## config.mk

```make
export PLATFORM = sky130hd
export DESIGN_NAME = stack_alu_seq
export DESIGN_NICKNAME = d
export VERILOG_FILES = /design/src/rtl/stack_alu_seq.sv
export SDC_FILE = /design/constraint.sdc
export NUM_CORES = 1
export LEC_CHECK = 0
export ABC_AREA = 1
export CAP_MARGIN = 20
export CORE_AREA = 2 2 194 196
export CTS_CLUSTER_SIZE = 10
export DETAILED_ROUTE_END_ITERATION = 16
export DIE_AREA = 0 0 196 198
export GPL_TIMING_DRIVEN = 0
export PLACE_DENSITY = 0.51
export SLEW_MARGIN = 10
export SYNTH_ARGS = -nofsm -noshare
export SYNTH_HDL_FRONTEND = slang
export SYNTH_SLANG_ARGS = --single-unit
```

## constraint.sdc

```tcl
create_clock -name clk -period 5.2 [get_ports clk]
set_clock_uncertainty 0.05 [all_clocks]
set_input_delay 1.3 -clock clk [delete_from_list [all_inputs] [get_ports clk]]
set_output_delay 1.3 -clock clk [all_outputs]
set_load 0.01 [all_outputs]
```

## src/rtl/stack_alu_seq.sv

```systemverilog
// stack_alu_seq: clocked stack-machine ALU with a register stack and a multi-cycle shift-add multiplier
module stack_alu_seq #(
   parameter int N     = 8,
   parameter int DEPTH = 16,
   parameter int CNT_W = $clog2(DEPTH + 1)
) (
   input  logic             clk,
   input  logic             rst,
   input  logic             in_valid,
   output logic             in_ready,
   input  logic [2:0]       opcode,
   input  logic [N-1:0]     data_in,
   output logic             out_valid,
   output logic [N-1:0]     out_data,
   output logic             overflow,
   output logic             stk_err,
   output logic [CNT_W-1:0] depth
);
   localparam int IW = $clog2(DEPTH);
   localparam int SW = $clog2(N + 1);
   localparam logic [2:0] OP_NOP = 3'b000, OP_DUP = 3'b001, OP_SWAP = 3'b010, OP_SUB = 3'b011,
                          OP_ADD = 3'b100, OP_MUL = 3'b101, OP_PUSH = 3'b110, OP_POP = 3'b111;
   typedef enum logic [1:0] {IDLE, MUL_RUN, MUL_DONE} state_t;
   state_t state, state_nx;
   logic [N-1:0] stk [DEPTH];
   logic [IW-1:0] ti, si, pi;
   logic [N-1:0] t, s, abs_s, abs_t;
   logic [N:0] add_r, sub_r;
   logic [2*N-1:0] mcand, acc, acc_nx, prod;
   logic [N-1:0] mplier;
   logic [SW-1:0] step;
   logic neg, accept, err, full, ge1, ge2, last, report;
   assign in_ready = state != MUL_RUN;
   assign accept   = in_valid && in_ready;
   assign ti    = IW'(depth - CNT_W'(1));
   assign si    = IW'(depth - CNT_W'(2));
   assign pi    = IW'(depth);
   assign t     = stk[ti];
   assign s     = stk[si];
   assign full  = depth == CNT_W'(DEPTH);
   assign ge1   = depth != '0;
   assign ge2   = depth >= CNT_W'(2);
   assign abs_s = s[N-1] ? -s : s;
   assign abs_t = t[N-1] ? -t : t;
   assign add_r = {s[N-1], s} + {t[N-1], t};
   assign sub_r = {s[N-1], s} - {t[N-1], t};
   assign acc_nx = acc + (mplier[0] ? mcand : '0);
   assign prod   = neg ? -acc_nx : acc_nx;
   assign last   = step == SW'(N - 1);
   // A MUL that passes its depth check stays silent until the product is written back
   assign report = opcode != OP_MUL || err;
   always_comb begin
      err = (opcode == OP_PUSH) ? full :
            (opcode == OP_POP)  ? !ge1 :
            (opcode == OP_DUP)  ? (!ge1 || full) :
            (opcode == OP_NOP)  ? 1'b0 : !ge2;
      state_nx = (state == MUL_RUN) ? (last ? MUL_DONE : MUL_RUN) :
                 (accept && opcode == OP_MUL && !err) ? MUL_RUN : IDLE;
   end
   always_ff @(posedge clk) begin
      if (rst) begin
         state     <= IDLE;
         depth     <= '0;
         out_valid <= 1'b0;
         out_data  <= '0;
         overflow  <= 1'b0;
         stk_err   <= 1'b0;
         step      <= '0;
      end else begin
         state     <= state_nx;
         out_valid <= 1'b0;
         if (state == MUL_RUN) begin
            acc    <= acc_nx;
            mcand  <= mcand << 1;
            mplier <= mplier >> 1;
            step   <= step + SW'(1);
            if (last) begin
               stk[si]   <= prod[N-1:0];
               depth     <= depth - CNT_W'(1);
               out_valid <= 1'b1;
               out_data  <= prod[N-1:0];
               overflow  <= prod[2*N-1:N] != {N{prod[N-1]}};
               stk_err   <= 1'b0;
            end
         end else if (accept) begin
            if (report) begin
               out_valid <= 1'b1;
               stk_err   <= err;
               overflow  <= 1'b0;
            end
            if (!err) begin
               case (opcode)
                  OP_PUSH: begin
                     stk[pi]  <= data_in;
                     depth    <= depth + CNT_W'(1);
                     out_data <= data_in;
                  end
                  OP_POP: begin
                     depth    <= depth - CNT_W'(1);
                     out_data <= t;
                  end
                  OP_DUP: begin
                     stk[pi]  <= t;
                     depth    <= depth + CNT_W'(1);
                     out_data <= t;
                  end
                  OP_SWAP: begin
                     stk[ti]  <= s;
                     stk[si]  <= t;
                     out_data <= s;
                  end
                  OP_ADD: begin
                     stk[si]  <= add_r[N-1:0];
                     depth    <= depth - CNT_W'(1);
                     out_data <= add_r[N-1:0];
                     overflow <= add_r[N] ^ add_r[N-1];
                  end
                  OP_SUB: begin
                     stk[si]  <= sub_r[N-1:0];
                     depth    <= depth - CNT_W'(1);
                     out_data <= sub_r[N-1:0];
                     overflow <= sub_r[N] ^ sub_r[N-1];
                  end
                  OP_MUL: begin
                     acc    <= '0;
                     mcand  <= {{N{1'b0}}, abs_s};
                     mplier <= abs_t;
                     neg    <= s[N-1] ^ t[N-1];
                     step   <= '0;
                  end
                  default: ;
               endcase
            end
         end
      end
   end
endmodule

```

# Word-level counts from Yosys, hierarchy flattened
# Memory sizes are Yosys's and may differ from the RTL's.
# Cells that the tools add are included.
# W data, S select, Z words.
# totals
register_bits	63
ram_bits	128
inputBits	14
word_cells	167
memories	1
# op_classes
addsub	10
magnitude_cmp	1
eq_ne	15
muxes	91
bitwise_logic	10
reduce_logical	26
# memory_table
memory	depth	width	rd	rd_clocked_by_memory_dff	wr	line_no	source
stk	16	8	2	0	2	25	logic [N-1:0] stk [DEPTH];
# ops
cell	count
$mux W16	10
$mux W8	14
$mux W1	52
$pmux W8 S5	1
$mux W4	5
$mux W5	4
$add A16 B16 Y16	1
$neg A16 Y16	1
$neg A8 Y8	2
$eq A3 B3 Y1 const B	4
$reduce_and A4 Y1	3
$pmux W5 S2	1
$add A8 B8 Y9	1
$sub A8 B8 Y9	1
$ne A8 B8 Y1	1
$reduce_or A8 Y1	1
$mux W7	1
$eq A3 B2 Y1 const B	2
$reduce_and A3 Y1	2
$reduce_bool A2 Y1	3
$reduce_bool A6 Y1	1
$add A5 B1 Y5 const B	1
$eq A5 B5 Y1 const B	1
$ge A5 B2 Y1 const B	1
24 further kinds	39

# Logic depth before layout (Yosys ltp)
# Gate-level depths: netlist (run 1).
# logic_depth
word_depth	15
mapped_depth	32

# Least setup slack after synthesis (run 1)
# No wires, ideal clock.
# synth_timing
path_type	reg2reg
start	register depth[1]
end	memory stk[4][6], data pin
t_arrival_ns	4.537
required_ns	4.898
slack_ns	0.361
stages_incl_launch_ff	25
cell_sequence	dfxtp_1 > buf_2 > inv_1 > buf_2 > buf_2 > ha_1 > inv_1 > clkbuf_1 > clkbuf_1 > o211ai_1 > nand2_2 > clkbuf_1 > ha_1 > inv_1 > fa_1 > o21ai_0 > a21oi_1 > o21bai_1 > xor2_1 > o21ai_1 > a21oi_1 > o21ai_2 > buf_6 > nand2_1 > nand2_1
# synth_rtl
element	line_no	source
start, declared	17	output logic [CNT_W-1:0] depth
start signal, assigned	79	depth <= depth - CNT_W'(1);
start signal, assigned	95	depth <= depth + CNT_W'(1);
start signal, assigned	99	depth <= depth - CNT_W'(1);
end, declared	25	

==> flow_summary.ini, run 1 <==
[outcome]
status = finished, final reports clean

[pwr]
power_switching_share = 0.453
power.leakage_nw = 7.22
internal-power_mw = 3.54
power_switching_mw = 2.94
power_mw = 6.48
clkPwrFrac = 0.216
peakVddDrop_uv = 320
p_seq_frac = 0.277
power_density_nw_per_um2 = 390
combPwrFrac = 0.507

[synthesis]
ys_ff_latch = 191
synth_enable_flop_cells = 169
synthCells = 1978
ys.flop_type = edfxtp_1
ys_seq_area_frac = 0.378
ys_warn_count = 0
syn_area_per_cell_um2 = 7.37
netlist_area_um2 = 14600
synth_fp_nets = 2040
synth_cell_types = 61
async_flop_share = 0

[final_layout]
area_growth_pct = 14.1
nets = 2113
fin_util = 0.450
finalInstanceArea_um2 = 16600
layout_commonest_cell = nand2_1
drive_gt1_frac = 0.135
diodes = 0
mostFrequentLayoutCells = nand2_1 (503), inv_1 (191), edfxtp_1 (169)

[timing]
setup_slack_ns = 0.0674
finalCritPeriodShare = 0.987
period_minus_slack_ns = 5.13
slew_headroom = 0.308
fin_setup_tns_ns = 0
max_freq_mhz = 195
hold_viol_final = 0
finalSetupViolCount = 0
tightestPinTransition_ns = 1.03
final_max_slew_viol_count = 0

[hold_path]
hold_path_depth = 2
min_path_type = reg -> reg

[clock_tree]
clock_latency_ns = 0.48
cts_tree = done
root_buffer = clkbuf_16
clock-sinks = 191
cts_max_level = 4
clk_pin_slew_ns = 0.07
cts_made_buffers = 17
hold_buffers = 0
cts_buffer_depth = 2

[floorplan]
rows = 71
ioPinCount = 31
die_x_um = 196
start_util = 0.395
die_area_um2 = 38800
die_h_um = 198
coreArea_um2 = 37000

[worst_setup_path]
reg2reg_depth = 21
end_kind = flop
cp.required_ns = 5.38
critPathMaxFanout = 10
critPathLaunchType = flop
cp.arrival_ns = 5.31
crit_type = reg -> reg

[detailed_routing]
ant_nets = 0
post-route-drc-count = 0
via_per_inst = 5.82
drt_wl_total_mm = 64.0
drt_pass1_iterations = 6
wl_per_cell_um = 25.2
vias = 14800
drt_iter0_drc = 1704

[grt]
antenna_found_initial = 2
grt_usage = 0.334
first_global_vias = 14000
grt_overflow = 0
grt_pass1_wl_mm = 92.6
grt_max_degree = 27

[placement]
pre_cts_slack_ns = -2.54
io_buffers = 29
dp_hpwl_mm = 47.1
gp_congestion = 1.07
placed_cell_area_um2 = 15500

[run]
maxCapViolations = 0
==> logic make-up (layout without fill, tap and decap cells) <==
| logic type | Yosys count | in the layout | share of synthesized area |
|---|---|---|---|
| fa+ha+maj | 48 | 48 | 0.0427 |
| flops | 191 | 191 | 0.378 |
| compound gates | 489 | 489 | 0.190 |
| xor+xnor | 30 | 30 | 0.0198 |
| simple gates | 893 | 893 | 0.269 |
| buf+inv | 327 | 412 | 0.100 |
==> Yosys cell counts, types with 24 or more instances <==
| master | number | area share |
|---|---|---|
| a21oi_1 | 143 | 0.049 |
| buf_2 | 47 | 0.016 |
| clkbuf_1 | 28 | 0.0072 |
| edfxtp_1 | 169 | 0.35 |
| ha_1 | 45 | 0.039 |
| inv_1 | 196 | 0.050 |
| nand2_1 | 507 | 0.13 |
| nand3_1 | 157 | 0.054 |
| nor2_1 | 149 | 0.038 |
| o21ai_0 | 156 | 0.054 |
| o21ai_1 | 90 | 0.031 |
| xor2_1 | 24 | 0.014 |
==> final cells by class <==
type                       instances  area, µm²
buffer                           102        782
clock buffer                      17        425
multi-input combinational       1460       7790
fill                            3848      20300
timing repair buffer              58        520
sequential                       191       5520
clock inverter                    14        154
tap                              474        593
inverter                         221        851
==> metal layers <==
layer / up-vias / global-route usage / share of wire
li1: 6818 / - / -
met1: 7034 / 0.427 / 0.41
met2: 729 / 0.548 / 0.46
met3: 189 / 0.0443 / 0.074
met4: 0 / 0.186 / 0.058
met5: - / 0 / 0
==> repair_timing <==
item,CTS,global route
endpoints found under the setup margin,143,69
pin swaps,9,12
gates resized for setup,79,33
setup buffers,12,16
==> final timing paths <==
check	from	endpoint	slack, ns
min reg2reg	out_data[6]	out_data[6]	0.42
max reg2reg	depth[1]	stk[6][6]	0.07
max	depth[1]	stk[6][6]	0.07
min	out_data[6]	out_data[6]	0.42
==> sequential cells by signal, indices dropped and copies added, names as in the netlist <==
name / flops
depth: 5
neg: 1
overflow: 1
out_data: 8
acc: 16
state: 2
stk_err: 1
stk: 128
mplier: 8
step: 4
mcand: 16
out_valid: 1
==> power by group through the flow <==
stage / Combinational (mW) / Clock, mW / Sequential, mW
final: 3.29 / 1.40 / 1.79
after global routing: 3.49 / 1.46 / 1.80
after CTS: 3.03 / 1.41 / 1.79
after detailed placement: 2.81 / 0 / 1.83
after global placement: 2.80 / 0 / 1.83
after floorplan: 1.79 / 0 / 1.83
==> through the flow <==
stage / std cells / hold slack [ns]
6_report: 2537 / 0.416
5_1_grt: 2537 / 0.445
4_1_cts: 2523 / 0.420
3_5_place_dp: 2482 / 0.408
3_3_place_gp: 2481 / 0.406
2_1_floorplan: 1978 / 0.408
==> worst max-delay path: stages, from the launching register on <==
cell and delay (ns):
dfxtp_4 0.38, buf_6 0.16, inv_1 0.13, clkbuf_1 0.74, o21ai_0 0.23, o221ai_1 0.31, nand3_1 0.27, nand2_4 0.14
clkbuf_8 0.23, ha_1 0.19, inv_1 0.06, fa_1 0.42, o21ai_2 0.16, a21oi_1 0.09, o21bai_1 0.21, xor2_1 0.27
o21ai_1 0.13, a21oi_2 0.24, o21ai_4 0.16, buf_8 0.19, nand2_1 0.06, nand2_1 0.06
Power figures use the tool's default switching activity.
==> run 2: changes to the inputs <==
--- a/config.mk
+++ b/config.mk
@@ -11,6 +11,7 @@
 export CTS_CLUSTER_SIZE = 10
 export DETAILED_ROUTE_END_ITERATION = 16
 export DIE_AREA = 0 0 196 198
+export GPL_ROUTABILITY_DRIVEN = 0
 export GPL_TIMING_DRIVEN = 0
 export PLACE_DENSITY = 0.51
 export SLEW_MARGIN = 10
==> run 2 against run 1 <==
  * The flow now finishes with violations (negative setup slack)
  * Combinational power is 3% lower
  * Non-clock buffer count decreased by 11
  * First-iteration DRC count up 16%
  * Cell count down 0.39%
  * Core utilization shrank 0.38 points
  * Hold slack improved by 0.0056 ns
  * Register-to-register slack got worse by 0.13 ns
  * Sequential share of layout area grew 0.28 points
  * Die area stayed put
  * Count of clock-buffer cells in the layout unchanged
  * Maximum frequency is 2.5% lower
==> flow_summary.ini, run 2 (synthesis results as in run 1) <==
[outcome]
status = finished, violations left
violations = negative setup slack

[placement]
dp_hpwl_mm = 44.9
placed_cell_area_um2 = 15500
io_buffers = 29
dp.cells = 2482

[final_layout]
mostFrequentLayoutCells = nand2_1 (503), inv_1 (192), edfxtp_1 (169)
fin_cells = 2527
layout_commonest_cell = nand2_1
n_fill_cell = 3825
biggestRegsByFlops = stk (128), acc (16), mcand (16)
nets = 2102
diodes = 0
drive_gt1_frac = 0.131
regArea_um2 = 5520
finalInstanceArea_um2 = 16500
largest-register = stk
area_growth_pct = 13.1
multi_input_area_um2 = 7770
largest_reg_flops = 128

[timing]
slew_headroom = 0.405
fin_hold_ws_ns = 0.422
tightestPinTransition_ns = 0.893
hold_viol_final = 0
setup_slack_ns = -0.0631
finalCritPeriodShare = 1.01
final_max_slew_viol_count = 0
max_freq_mhz = 190
finalSetupViolCount = 10
period_minus_slack_ns = 5.26

[worst_setup_path]
r2r_end = stk[11][7]
end_kind = flop
crit_type = reg -> reg
critPathLaunchType = flop
cp.required_ns = 5.34
critPathMaxFanout = 14
reg2reg_depth = 24
reg2reg_slack_ns = -0.06
r2r_start = depth[1]
cp.arrival_ns = 5.40

[clock_tree]
cts_tree = done
cts_made_buffers = 17
clock_latency_ns = 0.48
cts_buffer_depth = 2
root_buffer = clkbuf_16
cts_max_level = 4
clock-sinks = 191
clk_pin_slew_ns = 0.08
hold_buffers = 0

[detailed_routing]
drt_iter0_drc = 1981
post-route-drc-count = 0
drt_pass1_iterations = 7
wl_per_cell_um = 24.1
ant_nets = 0
drt_wl_total_mm = 60.9
via_per_inst = 5.83
vias = 14700

[pwr]
power_density_nw_per_um2 = 386
power.leakage_nw = 7.15
peakVddDrop_uv = 324

[hold_path]
min_from = out_data[7]
hold_path_depth = 2
whs_endpoint = out_data[7]
min_path_type = reg -> reg

[grt]
first_global_vias = 13900
grt_pass1_wl_mm = 89.2
antenna_found_initial = 0
grt_overflow = 0
grt_max_degree = 31
grt_usage = 0.316

[run]
maxCapViolations = 0

[floorplan]
die_area_um2 = 38800
ioPinCount = 31
coreArea_um2 = 37000
die_h_um = 198
rows = 71
start_util = 0.395
die_x_um = 196
-- run 2: changes by cell type in the layout (fill, tap and decap cells not counted), moves of 2 or more --
cell | before | now
buf_2 | 35 | 39
buf_4 | 44 | 34
buf_6 | 16 | 14
buf_8 | 5 | 2
clkinvlp_4 | 5 | 3
o21ai_0 | 148 | 151
o21ai_1 | 96 | 94
o22ai_1 | 16 | 14
o22ai_2 | 0 | 2
-- run 2: how the worst max path moves through the flow --
stage              from         end  slack [ns]  cells after the start
2_1_floorplan  depth[1]   stk[4][6]        0.36                     24
3_3_place_gp   depth[1]   stk[6][6]       -2.06                     24
3_5_place_dp   depth[1]   stk[2][6]       -2.04                     24
4_1_cts        depth[1]  stk[11][7]        0.02                     25
5_1_grt        depth[1]   stk[8][7]       -0.08                     24
6_report       depth[1]  stk[11][7]       -0.06                     24
-- run 2: worst max-delay path: stages (launching register included) --
cell	delay, ns
dfxtp_4	0.39
inv_1	0.13
buf_4	0.24
buf_6	0.24
ha_4	0.27
inv_1	0.10
clkbuf_4	0.24
clkbuf_8	0.23
nand3_1	0.10
nand3_1	0.15
nand2_1	0.17
buf_4	0.25
buf_4	0.24
ha_2	0.43
inv_1	0.13
nor4_1	0.27
nand2_1	0.12
o311ai_2	0.13
xor2_1	0.33
a21oi_1	0.13
nand2_2	0.10
nand2_4	0.15
buf_6	0.22
nand2_1	0.07
o21ai_0	0.07
-- run 2: stage by stage --
step	utilization	setup WS (ns)	power (mW)	TNS (ns)
after CTS	0.441	0.0164	6.13	0
after global routing	0.446	-0.0759	6.62	-0.417
after global placement	0.418	-2.06	4.58	-233.35
after detailed placement	0.419	-2.04	4.59	-187.05
after floorplan	-	0.361	3.62	0
final	0.446	-0.0631	6.37	-0.459
-- run 2: area by class of cell --
| type | instances | share of cell area |
|---|---|---|
| flip-flops and latches | 191 | 0.335 |
| repair buffers | 48 | 0.0282 |
| multi-input cells | 1460 | 0.471 |
| inverters | 221 | 0.0513 |
| clock buffers | 17 | 0.0258 |
| well taps | 474 | 0.0360 |
| plain buffers | 101 | 0.0423 |
| clock inverters | 15 | 0.0105 |
-- run 2: report_power, final --
part / switching (mW) / internal [mW]
Combinational: 2.19 / 0.989
Clock: 0.680 / 0.724
Sequential: 0.0222 / 1.77
-- run 2: repair_timing --
item                       4_1_cts  5_1_grt
gates resized for setup         60       27
setup endpoints to repair      140       70
pin swaps                        8       11
buffers inserted                 7       11
-- run 2: routing by layer --
metal	track usage	part of all wire	wire [µm]
met1	0.408	0.40	24500
met2	0.505	0.45	27300
met3	0.0630	0.097	5910
met4	0.156	0.053	3220
met5	0.00639	0	0
